<file path="src/rtl/bus_dev_fifo.sv">
// Show-ahead packet FIFO between a bus device and the bus arbiter.
// The head packet is always on D_pop; pndng doubles as the device's bus request.
module bus_dev_fifo #(
    parameter int pckg_sz = 16,
    parameter int depth   = 8
) (
    input  logic                         clk,
    input  logic                         reset,
    input  logic                         push,
    input  logic [pckg_sz-1:0]           D_push,
    input  logic                         pop,
    output logic [pckg_sz-1:0]           D_pop,
    output logic                         pndng,
    output logic                         full,
    output logic [$clog2(depth+1)-1:0]   count,
    output logic                         overflow,
    output logic                         underflow
);

    localparam int AW = (depth > 1) ? $clog2(depth) : 1;
    localparam int CW = $clog2(depth + 1);
    localparam logic [CW-1:0] FULL_CNT = CW'(depth);
    localparam logic [AW-1:0] LAST_PTR = AW'(depth - 1);

    logic [pckg_sz-1:0] mem [depth];
    logic [AW-1:0]      wp;
    logic [AW-1:0]      rp;
    logic               push_acc;
    logic               pop_acc;

    function automatic logic [AW-1:0] ptr_next(input logic [AW-1:0] p);
        return (p == LAST_PTR) ? '0 : p + AW'(1);
    endfunction

    // Status decodes of the registered count, so they clear with reset at once
    assign pndng = (count != '0);
    assign full  = (count == FULL_CNT);

    // A full FIFO may still take a packet when the head leaves on the same edge
    assign pop_acc  = pop && pndng;
    assign push_acc = push && (!full || pop_acc);

    assign D_pop = pndng ? mem[rp] : '0;

    always_ff @(posedge clk or posedge reset) begin
        if (reset) begin
            wp        <= '0;
            rp        <= '0;
            count     <= '0;
            overflow  <= 1'b0;
            underflow <= 1'b0;
        end else begin
            if (push_acc)
                wp <= ptr_next(wp);
            if (pop_acc)
                rp <= ptr_next(rp);
            unique case ({push_acc, pop_acc})
                2'b10:   count <= count + CW'(1);
                2'b01:   count <= count - CW'(1);
                default: count <= count;
            endcase
            if (push && !push_acc)
                overflow <= 1'b1;
            if (pop && !pndng)
                underflow <= 1'b1;
        end
    end

    // Packet storage carries no reset; stale entries are masked by pndng
    always_ff @(posedge clk) begin
        if (push_acc)
            mem[wp] <= D_push;
    end

endmodule

</file>
<file path="config.mk">
export PLATFORM = sky130hd
export DESIGN_NAME = bus_dev_fifo
export DESIGN_NICKNAME = d
export VERILOG_FILES = /design/src/rtl/bus_dev_fifo.sv
export SDC_FILE = /design/constraint.sdc
export NUM_CORES = 1
export LEC_CHECK = 0
export BUFFER_PORTS_ARGS = -buffer_cell sky130_fd_sc_hd__clkbuf_2
export CAP_MARGIN = 0
export CORE_ASPECT_RATIO = 0.6
export CORE_MARGIN = 10
export CORE_UTILIZATION = 50
export DETAILED_ROUTE_END_ITERATION = 7
export MAX_ROUTING_LAYER = met4
export PLACE_DENSITY = 0.79
export SLEW_MARGIN = 20
export SYNTH_ARGS = -nofsm -noshare
export SYNTH_HDL_FRONTEND = slang
export SYNTH_SLANG_ARGS = --single-unit
</file>
<file path="constraint.sdc">
create_clock -name clk -period 4.1 [get_ports clk]
set_clock_uncertainty 0.05 [all_clocks]
set_input_delay 0.615 -clock clk [delete_from_list [all_inputs] [get_ports clk]]
set_output_delay 0.615 -clock clk [all_outputs]
set_load 0.005 [all_outputs]
</file>
# Word-level counts from Yosys, hierarchy flattened
# Memories as Yosys holds them, arrays and structs flattened.
# Index checks and enable logic that the tools add are counted.
# word_totals
ff_bits	12
mem_bits_rw	128
in_bits	20
out_inout_bits	24
wordCells	31
n_memories	1
# mem_list
name	depth	word_bits	rd	rd_clocked_by_memory_dff	wr	line_no	rtl
mem	8	16	1	0	1	25	logic [pckg_sz-1:0] mem [depth];
# classes
add_sub_neg	4
eq_ne	5
muxes	6
n_reduce_logical	10
# ops
op	n
two-way mux 16 bit	1
one-hot mux 4 bit (2 select lines)	1
adder 3 x 1 -> 3 bit (second input constant)	2
== test 3 bit (second input constant)	2
two-way mux 3 bit	2
adder 4 x 1 -> 4 bit (second input constant)	1
== test 4 bit (second input constant)	1
logical AND 1 bit	4
nonzero test 4 bit	1
subtractor 4 x 1 -> 4 bit (second input constant)	1
logical NOT 1 bit	3
== test 2 x 1 -> 1 bit (second input constant)	1
== test 2 bit (second input constant)	1
two-way mux 1 bit	2
nonzero test 2 bit	1
logical OR 1 bit	1

# Depth between registers and ports, before layout
# Gate-level depths: netlist of the first run.
# depth
ltp_word	6
ltp_mapped	12

# Worst setup path before layout of the first run
# OpenSTA, ideal clock, no wires.
# synth_timing
path_kind	input to register
from	input port push
to	memory mem[0][0] (enable)
setup_time_ns	0.430
arrival_ns	2.697
required_ns	3.620
slack_ns	0.922
stages	3
cell_sequence	buf_1 o21ai_2 nor4_1
# synth_between
elab_chain_cells	3
# synth_lines
item	line_no	rtl
start, declared	9	input logic push,
logical AND 1 bit	41	assign push_acc = push && (!full || pop_acc);
two-way mux 1 bit	71	if (push_acc)
two-way mux 1 bit (not written as such)	72	mem[wp] <= D_push;
end, declared	25	
# Every way passes these cells.

# Worst setup path after layout of the first run
# layout_timing
from	register count[0]
to	register count[3]
# layout_between
elab_chain_cells	6
elab_cells_between_ends	12
classes_between	add/sub (2); eq/ne (3); mux (1); reduce/logical (6)
# layout_lines
item	line_no	rtl
start, declared	15	output logic [$clog2(depth+1)-1:0] count,
start signal, assigned	58	2'b10: count <= count + CW'(1);
start signal, assigned	59	2'b01: count <= count - CW'(1);
start signal, assigned	60	default: count <= count;
== test 4 bit or nonzero test 4 bit (tied branches)	37, 36	
logical NOT 1 bit or logical AND 1 bit (tied branches)	41, 40	
logical OR 1 bit	41	
logical AND 1 bit	41	
== test 2 x 1 -> 1 bit or == test 2 bit (tied branches)	57	unique case ({push_acc, pop_acc})
one-hot mux 4 bit (2 select lines) or nonzero test 2 bit (tied branches)	-	
# Parallel ways exist; a longest one is shown, timed or not.
# A chain may end at the register's enable or synchronous reset.

==> impl_metrics.json, run 1 <==
{
  "clock-sinks": 140,
  "netSwitchingPower_uw": 1440,
  "slowest_stage": "or3_1",
  "port_buffers": 43,
  "grt-ovfl-total": 0,
  "hold_buffers": 0,
  "hpwl_um": 6500,
  "peakVddDrop_mv": 0.360,
  "pwr-share-clk_pct": 30.2,
  "power.internal_uw": 3400,
  "route.detailed.drc": 0,
  "wl_per_cell_um": 21.0,
  "cpMostUsedCell": "inv_1",
  "grt_max_degree": 20,
  "clock_path_buffers": 2,
  "core_area_um2": 10800,
  "die_h_um": 102,
  "grt_pass1_vias": 2946,
  "final_net_count": 370,
  "vias_per_cell": 5.54,
  "post_cts_resized": 0,
  "synth.area.top_cells": "edfxtp_1 (68%), mux4_2 (13%), dfrtp_1 (5.3%)",
  "wl_um": 10400,
  "synth-edff-count": 128,
  "worstSetupPathType": "register to register",
  "ys_seq_area_share_pct": 73.4,
  "cts_htree_levels": 4,
  "cts-buffers-inserted": 17,
  "die_w_um": 157,
  "cp.required_ps": 4370,
  "sw_frac_of_total_pct": 29.8,
  "cp-end-kind": "register",
  "filler_cell_count": 729,
  "rsz0062_at_grt": "false",
  "max_stage_delay_ps": 600,
  "syn_nets": 312,
  "power_density_nw_per_um2": 729,
  "grt_pass1_wl_um": 16400,
  "outcome": "finished, final reports clean",
  "rows": 29,
  "hold_violations": 0,
  "track_usage_pct": 14.5,
  "synth_area_per_cell_um2": 19.8,
  "crit_chain": "or3_1, nor2_8, inv_1, nand2_1, or2_2, inv_1, ha_1, a21o_2, a21oi_1, mux2_2, o2111ai_1",
  "drtAntennaViolNets": 0,
  "syn-cell-area_um2": 5650,
  "start_kind": "register",
  "gp_congestion": 0.727,
  "final_cells": 495,
  "yosys.area.top_type_share_pct": 68.1,
  "power_leakage_uw": 0.00238,
  "yosysTopAreaCell": "edfxtp_1",
  "cts_root_buf": "clkbuf_16",
  "yosysMostFrequentCell": "edfxtp_1",
  "path_buf_inv": 2,
  "grt_antenna_before_repair": 0,
  "drive_gt1_share_pct": 36.5,
  "finalCritPeriodShare_pct": 79.0,
  "hold_path_class": "primary input to async pin",
  "critPathTopFamily": "simple AND/OR/NAND/NOR gates",
  "pre_cts_ws_ps": 845,
  "cp.arrival_ps": 3510,
  "utilization_pct": 61.7,
  "initial_utilization_pct": 52.4,
  "drtIter0Drc": 138,
  "worstSkewPairLatency_ps": 410,
  "die_area_um2": 16100,
  "cp_max_fo": 18,
  "max-slew-margin-rel_pct": 26.1,
  "vias": 2742,
  "cts_tree": "done",
  "report.final.slew_viol_count": 0,
  "worst_slew_pin_slew_ps": 1110,
  "hold_ws_ps": 138,
  "layout_setup_ws_ps": 862,
  "postCtsSetupRepairBufs": 0,
  "fin_crit_ps": 3240,
  "setup_viol": 0,
  "synth_async_sr_flop_share_pct": 8.57,
  "maxCapViolCount": 0,
  "clk_pin_slew_ps": 60,
  "synth_common_cells": "edfxtp_1 (128), mux4_2 (32), nor2_1 (23)",
  "yosysWarnings": 0,
  "area.growth.synth_to_final_pct": 17.7,
  "io_pins": 44,
  "firstDrtPassIters": 4,
  "dp.cells": 463,
  "ys_ff_latch": 140,
  "comb_power_share_pct": 27.6,
  "postSynthCellCount": 285,
  "antenna-diode-count": 0,
  "synth_flop_cell": "edfxtp_1",
  "synthDistinctLibCells": 37,
  "seqPwrFrac_pct": 42.2,
  "max_freq_mhz": 309,
  "fin_setup_tns_ps": 0
}
## final cells by class
type	instances	area, µm²	area share, %
Multi-Input combinational cell	123	1430	21.5
Clock buffer	18	429	6.46
Clock inverter	14	146	2.20
Tap cell	139	174	2.62
Sequential cell	140	4150	62.4
Timing Repair Buffer	54	298	4.48
Inverter	7	26.3	0.395
## per-layer routing
layer / vias up / GRT usage [%] / part of all wire [%]
met4: 0 / 5.01 / 1.2
met3: 8 / 5.33 / 8.6
met2: 86 / 22.7 / 50
met5: - / - / 0
met1: 1387 / 17.1 / 41
li1: 1261 / - / -
## path summary, 6_finish.rpt
kind / from / endpoint / slack (ps) / depth (start not counted)
hold / removal: reset / wp[2]$_DFFE_PP0P_ / 140 / 2
setup / recovery: count[0]$_DFFE_PP0P_ / count[3]$_DFFE_PP0P_ / 860 / 11
setup reg to reg: count[0]$_DFFE_PP0P_ / count[3]$_DFFE_PP0P_ / 860 / 11
max in group asynchronous: reset / rp[0]$_DFFE_PP0P_ / 3500 / 2
hold reg to reg: overflow$_DFFE_PP0P_ / overflow$_DFFE_PP0P_ / 430 / 2
min in group clk: overflow$_DFFE_PP0P_ / overflow$_DFFE_PP0P_ / 430 / 2
## worst register-to-register path, stage by stage, from the launching register on
cell and delay, ps:
dfrtp_1 410, or3_1 600, nor2_8 360, inv_1 90
nand2_1 170, or2_2 160, inv_1 60, ha_1 260
a21o_2 200, a21oi_1 240, mux2_2 370, o2111ai_1 170
## cell usage in the layout, fill, tap and decap left out, types with 2 or more instances in the layout
| cell type | count |
|---|---|
| nor3_1 | 2 |
| xnor2_1 | 2 |
| nand2_1 | 5 |
| inv_6 | 2 |
| ha_1 | 6 |
| nand2b_1 | 5 |
| clkinv_4 | 3 |
| mux2_2 | 3 |
| nor3_2 | 4 |
| clkinv_1 | 2 |
| clkbuf_16 | 17 |
| mux4_2 | 32 |
| a21o_1 | 3 |
| buf_4 | 11 |
| nor2_1 | 23 |
| edfxtp_1 | 128 |
| o21ai_0 | 3 |
| mux2i_1 | 17 |
| clkbuf_2 | 43 |
| inv_1 | 7 |
| bufinv_16 | 2 |
| clkinvlp_4 | 4 |
| dfrtp_1 | 11 |
## per-stage QoR
step,power [µW],cell area (µm²)
detailed placement,3440,6070
finish,4840,6650
global placement,3380,6070
CTS,4910,6650
global route,5110,6650
floorplan,2930,5650
## flip-flops by register name, summed over array words and instances (netlist names)
signal / flops
mem: 128
count: 4
rp: 3
wp: 3
overflow: 1
underflow: 1
## logic make-up after synthesis
| family | share of synthesized area [%] |
|---|---|
| xor+xnor | 0.465 |
| compound gates | 1.95 |
| fa+ha+maj | 1.68 |
| mux | 16.6 |
| buf+inv | 1.79 |
| flops | 73.4 |
| simple gates | 4.08 |
## power by group through the flow
stage / clock, µW / sequential, µW / combinational [µW]
floorplan: 0 / 1910 / 1030
global placement: 0 / 2050 / 1320
CTS: 1490 / 2050 / 1370
finish: 1460 / 2040 / 1330
detailed placement: 0 / 2080 / 1360
global route: 1560 / 2080 / 1470
Power figures use the tool's default switching activity.
==> run 2, diff against run 1 <==
==> constraint.sdc (replaced) <==
create_clock -name clk -period 3.3 [get_ports clk]
set_clock_uncertainty 0.05 [all_clocks]
set_input_delay 0.495 -clock clk [delete_from_list [all_inputs] [get_ports clk]]
set_output_delay 0.495 -clock clk [all_outputs]
set_load 0.005 [all_outputs]
==> run 2 against run 1 <==
Net effect: combinational power grew 29%; largest cell class unchanged; setup slack got worse by 650 ps; non-clock buffer count increased by 3; critical path depth stayed put; largest power group unchanged; maximum frequency up 4.9%; power up 31%; clock power grew 46%; register-to-register slack worse by 650 ps; first-iteration DRC count grew 62%; critical path type unchanged; hold slack worse by 110 ps; sequential share of layout area down 1.1 points.
==> impl_metrics.json, run 2 (synthesis results as in run 1) <==
{
  "vias": 2847,
  "power_leakage_uw": 0.00245,
  "grt_pass1_vias": 3041,
  "layout_setup_ws_ps": 213,
  "route.detailed.drc": 0,
  "hold_ws_ps": 26.7,
  "hold_violations": 0,
  "cts_tree": "done",
  "die_w_um": 157,
  "hold_buffers": 0,
  "hpwl_um": 6580,
  "worstSkewPairLatency_ps": 420,
  "vias_per_cell": 5.72,
  "fin_setup_tns_ps": 0,
  "max_freq_mhz": 324,
  "clock_path_buffers": 2,
  "clock-sinks": 140,
  "firstDrtPassIters": 4,
  "postCtsSetupRepairBufs": 0,
  "fin_crit_ps": 3090,
  "wl_per_cell_um": 21.7,
  "drtAntennaViolNets": 0,
  "worst_slew_pin_slew_ps": 714,
  "rows": 29,
  "start_kind": "register",
  "power_density_nw_per_um2": 939,
  "core_area_um2": 10800,
  "cts-buffers-inserted": 17,
  "cp-end-kind": "register",
  "post_cts_resized": 0,
  "finalCritPeriodShare_pct": 93.5,
  "gp_congestion": 0.774,
  "wl_um": 10800,
  "postPlaceCellArea_um2": 6090,
  "die_area_um2": 16100,
  "cts_htree_levels": 4,
  "reg_top3": "mem: 128 flops, count: 4 flops",
  "report.final.slew_viol_count": 0,
  "cp.required_ps": 3580,
  "drive_gt1_share_pct": 37.6,
  "cp_max_fo": 9,
  "outcome": "finished, final reports clean",
  "setup_viol": 0,
  "initial_utilization_pct": 52.4,
  "largest_reg_flops": 128,
  "rsz0062_at_grt": "false",
  "regMostFlops": "mem",
  "worstSetupPathType": "register to register",
  "grt-ovfl-total": 0,
  "dp.cells": 466,
  "final_common_cell": "edfxtp_1",
  "layout_common_cells": "edfxtp_1 (128), clkbuf_2 (43), mux4_2 (32)",
  "final_net_count": 373,
  "grt_antenna_before_repair": 0,
  "peakVddDrop_mv": 0.442,
  "pre_cts_ws_ps": 240,
  "maxCapViolCount": 0,
  "final_cell_area_um2": 6760,
  "io_pins": 44,
  "port_buffers": 43,
  "cp.arrival_ps": 3370,
  "final_cells": 498,
  "hold_path_class": "primary input to async pin",
  "cts_root_buf": "clkbuf_16",
  "max-slew-margin-rel_pct": 52.4,
  "grt_pass1_wl_um": 17100,
  "die_h_um": 102,
  "antenna-diode-count": 0,
  "drtIter0Drc": 224,
  "area.growth.synth_to_final_pct": 19.8,
  "grt_max_degree": 18,
  "track_usage_pct": 15.0,
  "clk_pin_slew_ps": 60
}
[run 2: worst paths after layout]
| check | to | from | cells after the start | slack [ps] |
|---|---|---|---|---|
| hold / removal | wp[2]$_DFFE_PP0P_ | reset | 2 | 30 |
| min in group clk | mem[4][7]$_DFFE_PP_ | D_push[7] | 1 | 310 |
| max in group asynchronous | rp[0]$_DFFE_PP0P_ | reset | 2 | 2800 |
| hold reg to reg | underflow$_DFFE_PP0P_ | underflow$_DFFE_PP0P_ | 1 | 410 |
| setup reg to reg | count[3]$_DFFE_PP0P_ | count[0]$_DFFE_PP0P_ | 11 | 210 |
| setup / recovery | count[3]$_DFFE_PP0P_ | count[0]$_DFFE_PP0P_ | 11 | 210 |
[run 2: layer usage]
layer,track usage [%],wire [µm]
met1,18.2,4690
met2,23.4,5290
met3,4.57,655
met4,6.08,159
met5,-,0
[run 2: power breakdown]
group / switching [µW] / leakage (µW) / internal (µW)
logic: 834 / 0.000826 / 881
registers: 255 / 0.00130 / 2250
clock network: 715 / 0.000321 / 1420
[run 2: metrics by stage]
stage / power [µW] / util, %
finish: 6350 / 62.8
global route: 6690 / 62.8
CTS: 6440 / 62.8
detailed placement: 4280 / 56.5
global placement: 4210 / 56.5
floorplan: 3650 / -
[run 2: critical path: stages, from the launching register on]
cell	delay, ps
dfrtp_1	410
or3_1	620
nor2_8	160
inv_1	70
nand2_1	180
or2_2	170
inv_1	60
ha_1	260
a21o_2	200
a21oi_1	280
mux2_2	370
o2111ai_1	170
[run 2: final cells by class]
| type | count | area, µm² |
|---|---|---|
| clock buffer | 18 | 429 |
| clock inverter | 14 | 240 |
| fill | 744 | 4010 |
| inverter | 7 | 26.3 |
| multi-input combinational | 123 | 1430 |
| sequential | 140 | 4150 |
| tap | 139 | 174 |
| timing repair buffer | 57 | 320 |
==> run 3, diff against run 2 <==
--- a/config.mk
+++ b/config.mk
@@ -10,6 +10,7 @@
 export CORE_ASPECT_RATIO = 0.6
 export CORE_MARGIN = 10
 export CORE_UTILIZATION = 50
+export CTS_BUF_LIST = sky130_fd_sc_hd__clkbuf_8
 export DETAILED_ROUTE_END_ITERATION = 7
 export MAX_ROUTING_LAYER = met4
 export PLACE_DENSITY = 0.79
==> run 3 against run 2 <==
Net effect: non-clock buffer count up 1; critical path depth unchanged; die area unchanged; clock-buffer cell count down 1; setup slack worse by 23 ps; global-route usage down 0.36 points; hold slack better by 270 ps; maximum frequency down 0.74%; sequential share of layout area up 1.7 points; critical path type unchanged.
==> impl_metrics.json, run 3 (synthesis results as in run 1) <==
{
  "grt_pass1_wl_um": 16800,
  "filler_cell_count": 765,
  "worstSetupPathType": "register to register",
  "reg_top3": "mem: 128 flops, count: 4 flops",
  "clock_path_buffers": 2,
  "cts_root_buf": "clkbuf_8",
  "cp.required_ps": 3590,
  "hold_violations": 0,
  "report.final.slew_viol_count": 0,
  "dp.cells": 466,
  "vias": 2806,
  "grt_pass1_vias": 3015,
  "clk_pin_slew_ps": 80,
  "core_area_um2": 10800,
  "gp_congestion": 0.774,
  "grt_antenna_before_repair": 0,
  "wl_per_cell_um": 21.1,
  "peakVddDrop_mv": 0.398,
  "rsz0062_at_grt": "false",
  "drtIter0Drc": 176,
  "port_buffers": 43,
  "largest_reg_flops": 128,
  "wl_um": 10500,
  "drtAntennaViolNets": 0,
  "rows": 29,
  "worst_slew_pin_slew_ps": 690,
  "power_leakage_uw": 0.00237,
  "setup_viol": 0,
  "worstSkewPairLatency_ps": 430,
  "layout_common_cells": "edfxtp_1 (128), clkbuf_2 (43), mux4_2 (32)",
  "hold_path_class": "primary input to register",
  "clock-sinks": 140,
  "io_pins": 44,
  "cp_max_fo": 9,
  "cp-end-kind": "register",
  "drive_gt1_share_pct": 37.5,
  "track_usage_pct": 14.7,
  "fin_crit_ps": 3110,
  "outcome": "finished, final reports clean",
  "maxCapViolCount": 0,
  "regMostFlops": "mem",
  "vias_per_cell": 5.62,
  "max_freq_mhz": 322,
  "cts_htree_levels": 4,
  "power_density_nw_per_um2": 885,
  "fin_setup_tns_ps": 0,
  "final_net_count": 374,
  "die_area_um2": 16100,
  "final_common_cell": "edfxtp_1",
  "antenna-diode-count": 0,
  "firstDrtPassIters": 4,
  "initial_utilization_pct": 52.4,
  "max-slew-margin-rel_pct": 54.0,
  "die_w_um": 157,
  "grt-ovfl-total": 0,
  "cts-buffers-inserted": 17,
  "grt_max_degree": 18,
  "final_cells": 499,
  "hpwl_um": 6580,
  "finalCritPeriodShare_pct": 94.2,
  "die_h_um": 102,
  "cp.arrival_ps": 3400,
  "area.growth.synth_to_final_pct": 16.6,
  "route.detailed.drc": 0,
  "cts_tree": "done",
  "start_kind": "register"
}
==> run 3: cell count changes in the layout (fill, tap and decap cells not counted), sizes merged <==
cell | previous run | this run
clkbuf | 61 | 60
dlygate4sd3 | 0 | 1
inv | 9 | 10
==> run 3: through the flow <==
step                setup slack (ps)  hold slack (ps)  total power [µW]  cell area (µm²)  util (%)
CTS                              221              273              5910             6580      61.1
detailed placement               240              398              4280             6090      56.5
global placement                 420              395              4210             6090      56.5
finish                           190              298              5830             6580      61.1
floorplan                        242              310              3650             5650         -
global route                    46.2              282              6160             6580      61.1
==> run 3: path summary, 6_finish.rpt <==
kind | from | to | slack, ps | depth (start not counted)
max | count[0]$_DFFE_PP0P_ | count[3]$_DFFE_PP0P_ | 190 | 11
min | D_push[11] | mem[2][11]$_DFFE_PP_ | 300 | 1
min reg2reg | underflow$_DFFE_PP0P_ | underflow$_DFFE_PP0P_ | 410 | 1
max in group asynchronous | reset | rp[0]$_DFFE_PP0P_ | 2270 | 3
max reg2reg | count[0]$_DFFE_PP0P_ | count[3]$_DFFE_PP0P_ | 190 | 11
min in group asynchronous | reset | wp[2]$_DFFE_PP0P_ | 560 | 3
==> run 3: critical path, stage by stage, from the launching register on <==
cell	delay [ps]
dfrtp_1	420
or3_1	620
nor2_8	160
inv_1	70
nand2_1	180
or2_2	170
inv_1	60
ha_1	260
a21o_2	200
a21oi_1	300
mux2_2	370
o2111ai_1	170
==> run 3: area by class of cell <==
cell class / instances / area, µm² / area share, %
clock buffers: 17 / 234 / 3.56
clock inverters: 15 / 244 / 3.71
inverters: 7 / 26.3 / 0.399
multi-input cells: 123 / 1430 / 21.7
flip-flops and latches: 140 / 4150 / 63.0
well taps: 139 / 174 / 2.64
repair buffers: 58 / 330 / 5.02
==> run 3: what timing repair did <==
action	in CTS	in global routing
hold endpoints to repair	3	0
hold buffers	1	0
resized for setup	0	0
buffers inserted	0	0
==> run 3: power breakdown <==
group	switching [µW]	leakage, µW	internal (µW)
Clock	643	0.000238	977
Combinational	831	0.000830	881
Sequential	252	0.00130	2240
Total	1730	0.00237	4100
==> run 3: layer usage <==
layer	global-route usage [%]	routed length, µm	vias to the layer above
li1	-	-	1262
met1	17.9	4470	1448
met2	23.1	5200	76
met3	4.57	698	20
met4	5.01	176	0
met5	-	0	-
